### config.mk
export PLATFORM = sky130hd
export DESIGN_NAME = alu_core
export DESIGN_NICKNAME = d
export VERILOG_FILES = /design/src/rtl/alu_pkg.sv /design/src/rtl/alu_comb.sv /design/src/rtl/alu_core.sv
export SDC_FILE = /design/constraint.sdc
export NUM_CORES = 1
export LEC_CHECK = 0
export ABC_AREA = 0
export ABC_CLOCK_PERIOD_IN_PS = 19050
export CAP_MARGIN = 20
export CORE_MARGIN = 4
export CORE_UTILIZATION = 29
export DETAILED_ROUTE_END_ITERATION = 7
export DONT_BUFFER_PORTS = 1
export PLACE_DENSITY = 0.43
export SLEW_MARGIN = 10
export SYNTH_ARGS = -nofsm -noshare
export SYNTH_HDL_FRONTEND = slang
export SYNTH_SLANG_ARGS = --single-unit
### constraint.sdc
create_clock -name clk -period 19.05 [get_ports clk]
set_input_delay 2.8575 -clock clk [delete_from_list [all_inputs] [get_ports clk]]
set_output_delay 2.8575 -clock clk [all_outputs]
set_load 0.01 [all_outputs]
### src/rtl/alu_pkg.sv
// Shared opcode encoding and widths for the registered ALU.
package alu_pkg;

    localparam int OP_W = 4;

    typedef enum logic [OP_W-1:0] {
        OP_ADD = 4'd0,
        OP_SUB,
        OP_MUL,
        OP_DIV,
        OP_AND,
        OP_OR,
        OP_NOT,
        OP_SHL,
        OP_SHR
    } alu_op_e;

endpackage

### src/rtl/alu_comb.sv
// Combinational opcode decode and compute for alu_core; cout exists only when ALU_FLAGS_EN is defined.
module alu_comb
    import alu_pkg::*;
#(
    parameter int N = 8
) (
    input  logic [N-1:0]    a,
    input  logic [N-1:0]    b,
    input  logic [OP_W-1:0] op,
    output logic [N-1:0]    result
`ifdef ALU_FLAGS_EN
    ,
    output logic            cout
`endif
);

    // N always fits in N bits for N >= 2, so the shift limit compares at operand width.
    localparam logic [N-1:0] SHIFT_LIMIT = N'(N);

    always_comb begin
        result = '0;
        case (op)
            OP_ADD:  result = a + b;
            OP_SUB:  result = a - b;
            OP_MUL:  result = a * b;
            OP_DIV:  result = (b == '0) ? '1 : a / b;
            OP_AND:  result = a & b;
            OP_OR:   result = a | b;
            OP_NOT:  result = ~a;
            OP_SHL:  result = (b >= SHIFT_LIMIT) ? '0 : a << b;
            OP_SHR:  result = (b >= SHIFT_LIMIT) ? '0 : a >> b;
            default: result = '0;
        endcase
    end

`ifdef ALU_FLAGS_EN
    always_comb begin
        cout = 1'b0;
        case (op)
            // The truncated sum drops below a exactly when bit N-1 carried out.
            OP_ADD:  cout = (a + b) < a;
            OP_SUB:  cout = a < b;
            OP_MUL:  cout = (({{N{1'b0}}, a} * {{N{1'b0}}, b}) >> N) != '0;
            OP_DIV:  cout = (b == '0);
            default: cout = 1'b0;
        endcase
    end
`endif

endmodule

### src/rtl/alu_core.sv
// Registered N-bit ALU: one-cycle latency, no backpressure.
// Optional cout/zero flag ports are enabled by defining ALU_FLAGS_EN.
module alu_core
    import alu_pkg::*;
#(
    parameter int N = 8
) (
    input  logic            clk,
    input  logic            rst_n,
    input  logic            in_valid,
    input  logic [N-1:0]    a,
    input  logic [N-1:0]    b,
    input  logic [OP_W-1:0] operation,
    output logic            out_valid,
    output logic [N-1:0]    result
`ifdef ALU_FLAGS_EN
    ,
    output logic            cout,
    output logic            zero
`endif
);

    logic [N-1:0] result_next;
    logic [N-1:0] result_reg;
    logic         valid_reg;
`ifdef ALU_FLAGS_EN
    logic         cout_next;
    logic         cout_reg;
    logic         zero_reg;
`endif

    alu_comb #(.N(N)) u_comb (
        .a      (a),
        .b      (b),
        .op     (operation),
        .result (result_next)
`ifdef ALU_FLAGS_EN
        ,
        .cout   (cout_next)
`endif
    );

    // Result only updates on an accepted request; otherwise it holds.
    always_ff @(posedge clk) begin
        if (!rst_n) begin
            result_reg <= '0;
            valid_reg  <= 1'b0;
        end else begin
            valid_reg <= in_valid;
            if (in_valid) begin
                result_reg <= result_next;
            end
        end
    end

`ifdef ALU_FLAGS_EN
    always_ff @(posedge clk) begin
        if (!rst_n) begin
            cout_reg <= 1'b0;
            zero_reg <= 1'b0;
        end else if (in_valid) begin
            cout_reg <= cout_next;
            zero_reg <= (result_next == '0);
        end
    end

    assign cout = cout_reg;
    assign zero = zero_reg;
`endif

    assign out_valid = valid_reg;
    assign result    = result_reg;

endmodule

# [After elaboration in Yosys (flattened, before gate mapping)]
# Index checks and enable logic that the tools add are counted.
[totals] ff_bits=9 inputBits=23 wordCells=26
[classes] addsub=2 n_mul=1 n_div=1 n_lt_le_gt_ge=1 n_eq_ne=8 n_shift=2 mux=4 n_bitwise=3 reduce_logical=2
[ops] op="8-bit case mux with 9 select lines" count=1
[ops] op="8-bit 2-to-1 mux" count=3
[ops] op="4-bit by 3-bit == test with 1-bit output (second input constant)" count=4
[ops] op="8-bit adder" count=1
[ops] op="8-bit bitwise AND" count=1
[ops] op="8-bit by 8-bit divider with 8-bit output" count=1
[ops] op="4-bit by 2-bit == test with 1-bit output (second input constant)" count=2
[ops] op="8-bit by 4-bit >= comparator with 1-bit output (second input constant)" count=1
[ops] op="8-bit zero test" count=1
[ops] op="8-bit by 8-bit multiplier with 8-bit output" count=1
[ops] op="8-bit inverter" count=1
[ops] op="8-bit OR" count=1
[ops] op="8-bit by 8-bit left shift with 8-bit output" count=1
[ops] op="8-bit by 8-bit right shift with 8-bit output" count=1
[ops] op="8-bit subtractor" count=1
[ops] op="4-bit by 1-bit == test with 1-bit output (second input constant)" count=1
[ops] op="4-bit == test (second input constant)" count=1
[ops] op="4-bit zero test" count=1

# [Logic depth before layout (Yosys ltp)]
[depth] word_depth=3 mapped_depth=53 ltp_nobuf=49

# [Modules after synthesis]
# A second synthesis with hierarchy kept.
[unflattened] hier_cells=582 hier_area_um2=4326.6
[modules_own_cells] module="alu_comb" instances=1 cells_per_inst=555 area_each_um2=3997.6
[modules_own_cells] module="alu_core" instances=1 cells_per_inst=27 area_each_um2=329.1

# [Worst setup path after synthesis]
# OpenSTA, ideal clock, no wires.
[synth_timing] path_type="input port to flip-flop" startpoint="input port b[0]" endpoint="register result_reg[0], in the netlist result[0]" setup_ps=123 arrival_ps=12968 setup_slack_ps=5958 path_stages=47 n_path_buf=4 cell_sequence="clkbuf_1 buf_1 inv_1 ha_1 a41oi_1 ha_1 a21o_1 a31oi_1 a31oi_1 ha_1 o21a_1 o21a_1 o21ai_1 mux2i_1 inv_1 ha_1 o21a_1 nor4_1 [... 11 more ...] o21ai_0 nand3_1 clkbuf_1 mux2_2 ha_1 nand2_1 o31ai_1 a21oi_1 or2_2 clkbuf_1 mux2_4 ha_1 a21o_1 a21oi_1 o21ai_0 a21o_1 a31oi_1 o21ai_0"
[synth_between] elab_chain_len=3 word_cells_on_any_way=14
[synth_rtl] element="start: declaration" line="alu_core.sv:12" source="input logic [N-1:0] b,"
[synth_rtl] element="8-bit by 8-bit divider with 8-bit output, or another cell as far along" line="alu_comb.sv:26" source="OP_DIV: result = (b == '0) ? '1 : a / b;"
[synth_rtl] element="8-bit 2-to-1 mux, on equally long branches" line="alu_comb.sv:26, alu_comb.sv:30, alu_comb.sv:31"
[synth_rtl] element="8-bit case mux with 9 select lines (*)" line="alu_comb.sv:22" source="case (op)"
[synth_rtl] element="end signal: assignment" line="alu_core.sv:51" source="result_reg <= result_next;"
[synth_rtl] element="end: declaration" line="alu_core.sv:24" source="logic [N-1:0] result_reg;"
# Mark *: on every way between the ends. The rest lies on a longest branch, timed or not.
# A chain may end at the register's enable or synchronous reset.

# [Worst setup path after layout]
[layout_timing] startpoint="input port b[2]" endpoint="register result_reg[0], in the netlist result[0]"
# The elaborated chain is that of the path after synthesis.

==> flow_metrics.tcl <==
set metrics [dict create \
    setup_tns_ns 0 \
    ir_worst_vdd_v 0.0000342 \
    cts_tree "built" \
    ctsHoldBuffers 0 \
    reg2reg_slack_ns 17.48 \
    ioPinCount 32 \
    p_leak_nw 1.87 \
    grt.total_usage 0.179 \
    rsz0062_at_grt "no" \
    ys_seq_area_frac 0.0430 \
    sw_frac_of_total 0.443 \
    postCtsSetupBuffers 0 \
    ctsHtreeMaxLevel 1 \
    critPathLaunchType "input pin" \
    synth_area_leaders "ha_1, xnor2_1, fa_1" \
    layout.nets 651 \
    min_path_type "reg -> reg" \
    worstHoldEndpoint "result[2]" \
    worstMarginPinSlew_ns 0.874 \
    power.density_nw_per_um2 46.4 \
    largest_reg_flops 8 \
    dr.pass1.iters 5 \
    pwr-share-seq 0.101 \
    relSlewSlack 0.415 \
    period_share 0.711 \
    synth_edf_count 0 \
    status "complete, no violations" \
    grt_max_degree 34 \
    finalClockSkew_ns 0 \
    start_util 0.298 \
    cts_buffers 3 \
    gr-total-overflow 0 \
    syn_nets 678 \
    rr_worst_depth 5 \
    cts_sinks 9 \
    yosys-top-cells-count "ha_1, nor2_1, nand2_1, o21ai_0, inv_1" \
    min_period_ns 13.54 \
    drtAntennaViolNets 0 \
    drc 0 \
    synth_seq_cells 9 \
    die_w_um 128 \
    io_buffers 0 \
    criticalPathCategory "in -> reg" \
    fin_area_um2 4370 \
    die_area_um2 16400 \
    wire_per_inst_um 20.2 \
    wl_mm 14.7 \
    worstPathArrival_ns 13.66 \
    hold_start "result[2]" \
    num_vias 4091 \
    synth_cells 576 \
    rows 43 \
    antenna_found_initial 0 \
    hpwl_mm 11.3 \
    drive_gt1_frac 0.0602 \
    cts_resized 0 \
    p_clk_frac 0.191 \
    dpl_cell_area_um2 4290 \
    critPathRequiredTime_ns 19.17 \
    syn_area_per_cell_um2 7.28 \
    root_buffer "clkbuf_16" \
    routed_via_density 5.62 \
    synth_top_area_share 0.197 \
    grt_pass1_vias 4106 \
    report.final.slew_viol_count 0 \
    crit_family "compound AO/OA/AOI/OAI gates" \
    report.final.setup_viol 0 \
    dr.first_iter.drc_count 325 \
    diodes 0 \
    slowest_stage "nor2_1" \
    synth_area_leader_cell "ha_1" \
    synth_warnings 0 \
    comb_power_share 0.708 \
    cts_buffer_depth 2 \
    clkTransAtPathRegs_ns 0.05 \
    gp_congestion 0.874 \
    cp_common_cell "ha_1" \
    drv_cap 0 \
    cp_max_fo 19 \
    clock.fmax_mhz 73.8 \
    endpoint_kind "flop" \
    syn_area_um2 4190 \
    timing.rr.start "result[1]" \
    async_reset_ff_frac 0 \
    critPathBufInv 1 \
    p_switching_w 0.0000898 \
    r2r-end "result[1]" \
    yosysMostFrequentCell "ha_1" \
    hold_depth 2 \
    synth_cell_types 64 \
    core-area_um2 14000 \
    grt_first_pass_wirelength_mm 23.4 \
    area_growth_pct 4.21 \
    clock_latency_ns 0.24 \
    max_stage_delay_ns 0.66 \
    intPower_w 0.000113 \
    hold_viol 0 \
    synth_ff_type "dfxtp_1" \
    die_h_um 128 \
]
==> power groups by stage <==
| stage | combinational [W] | sequential (W) | clock, W |
|---|---|---|---|
| final | 0.000143 | 0.0000204 | 0.0000388 |
| after global routing | 0.000161 | 0.0000206 | 0.0000400 |
| after CTS | 0.000144 | 0.0000205 | 0.0000388 |
| after detailed placement | 0.000143 | 0.0000208 | 0 |
| after global placement | 0.000143 | 0.0000208 | 0 |
| after floorplan | 0.000118 | 0.0000206 | 0 |
==> layout by cell type (no fill, tap or decap), types with 4 or more instances in the layout <==
| cell type | Yosys | layout |
|---|---|---|
| a211oi_1 | 4 | 4 |
| a21o_1 | 8 | 8 |
| a21oi_1 | 34 | 34 |
| a31oi_1 | 12 | 12 |
| and2_1 | 8 | 8 |
| dfxtp_1 | 9 | 9 |
| fa_1 | 13 | 13 |
| ha_1 | 66 | 66 |
| inv_1 | 40 | 40 |
| mux2_2 | 9 | 9 |
| mux2i_1 | 13 | 13 |
| mux4_2 | 5 | 5 |
| nand2_1 | 49 | 49 |
| nand2b_1 | 4 | 4 |
| nand3_1 | 11 | 11 |
| nor2_1 | 65 | 65 |
| nor2b_1 | 12 | 12 |
| nor3_1 | 15 | 15 |
| o211ai_1 | 5 | 5 |
| o21a_1 | 19 | 19 |
| o21ai_0 | 41 | 41 |
| o31ai_1 | 5 | 5 |
| or3_1 | 4 | 4 |
| xnor2_1 | 30 | 30 |
| xor2_1 | 8 | 8 |
==> final cells by class <==
class,instances,area (µm²)
inverter,42,158
timing repair buffer,3,22.5
clock buffer,4,78.8
multi-input combinational,490,3700
fill,1517,9670
tap,180,225
sequential,9,180
==> worst reg2reg max path: stages, from the launching register on <==
cell       delay (ns)
dfxtp_1          0.33
nor2b_1          0.16
a21oi_1          0.13
o2111ai_1        0.21
a311oi_1         0.52
nor2_1           0.09
==> worst max path at each step <==
stage / endpoint / slack (ns) / from / depth (start not counted)
4_1_cts: result[0] / 5.58 / b[2] / 45
3_3_place_gp: result[0] / 5.72 / b[2] / 45
2_1_floorplan: result[0] / 5.96 / b[0] / 47
5_1_grt: result[0] / 4.52 / b[2] / 46
6_report: result[0] / 5.51 / b[2] / 44
3_5_place_dp: result[0] / 5.33 / b[2] / 45
==> metal layers <==
metal / share of wire / track usage
met1: 0.46 / 0.239
met2: 0.47 / 0.308
met3: 0.058 / 0.0238
met4: 0.015 / 0.0356
met5: 0 / 0
==> stage by stage <==
stage               hold WS, ns  total power [W]   util  worst slack (ns)  std cells
floorplan                 0.484         0.000139      -              5.96        576
global placement          0.505         0.000164  0.305              5.72        724
detailed placement        0.514         0.000164  0.305              5.33        724
CTS                       0.519         0.000204  0.311              5.58        728
global route              0.553         0.000222  0.311              4.52        728
finish                    0.513         0.000203  0.311              5.51        728
==> cells by family (layout without fill, tap and decap cells) <==
| logic type | count (synthesis) | in the layout | synth area share |
|---|---|---|---|
| mux | 30 | 30 | 0.0928 |
| simple gates | 189 | 189 | 0.216 |
| buf+inv | 77 | 49 | 0.0749 |
| fa+ha+maj | 80 | 80 | 0.261 |
| xor+xnor | 38 | 38 | 0.0794 |
| flops | 9 | 9 | 0.0430 |
| compound gates | 153 | 153 | 0.233 |
(Power assumes the default switching activity.)
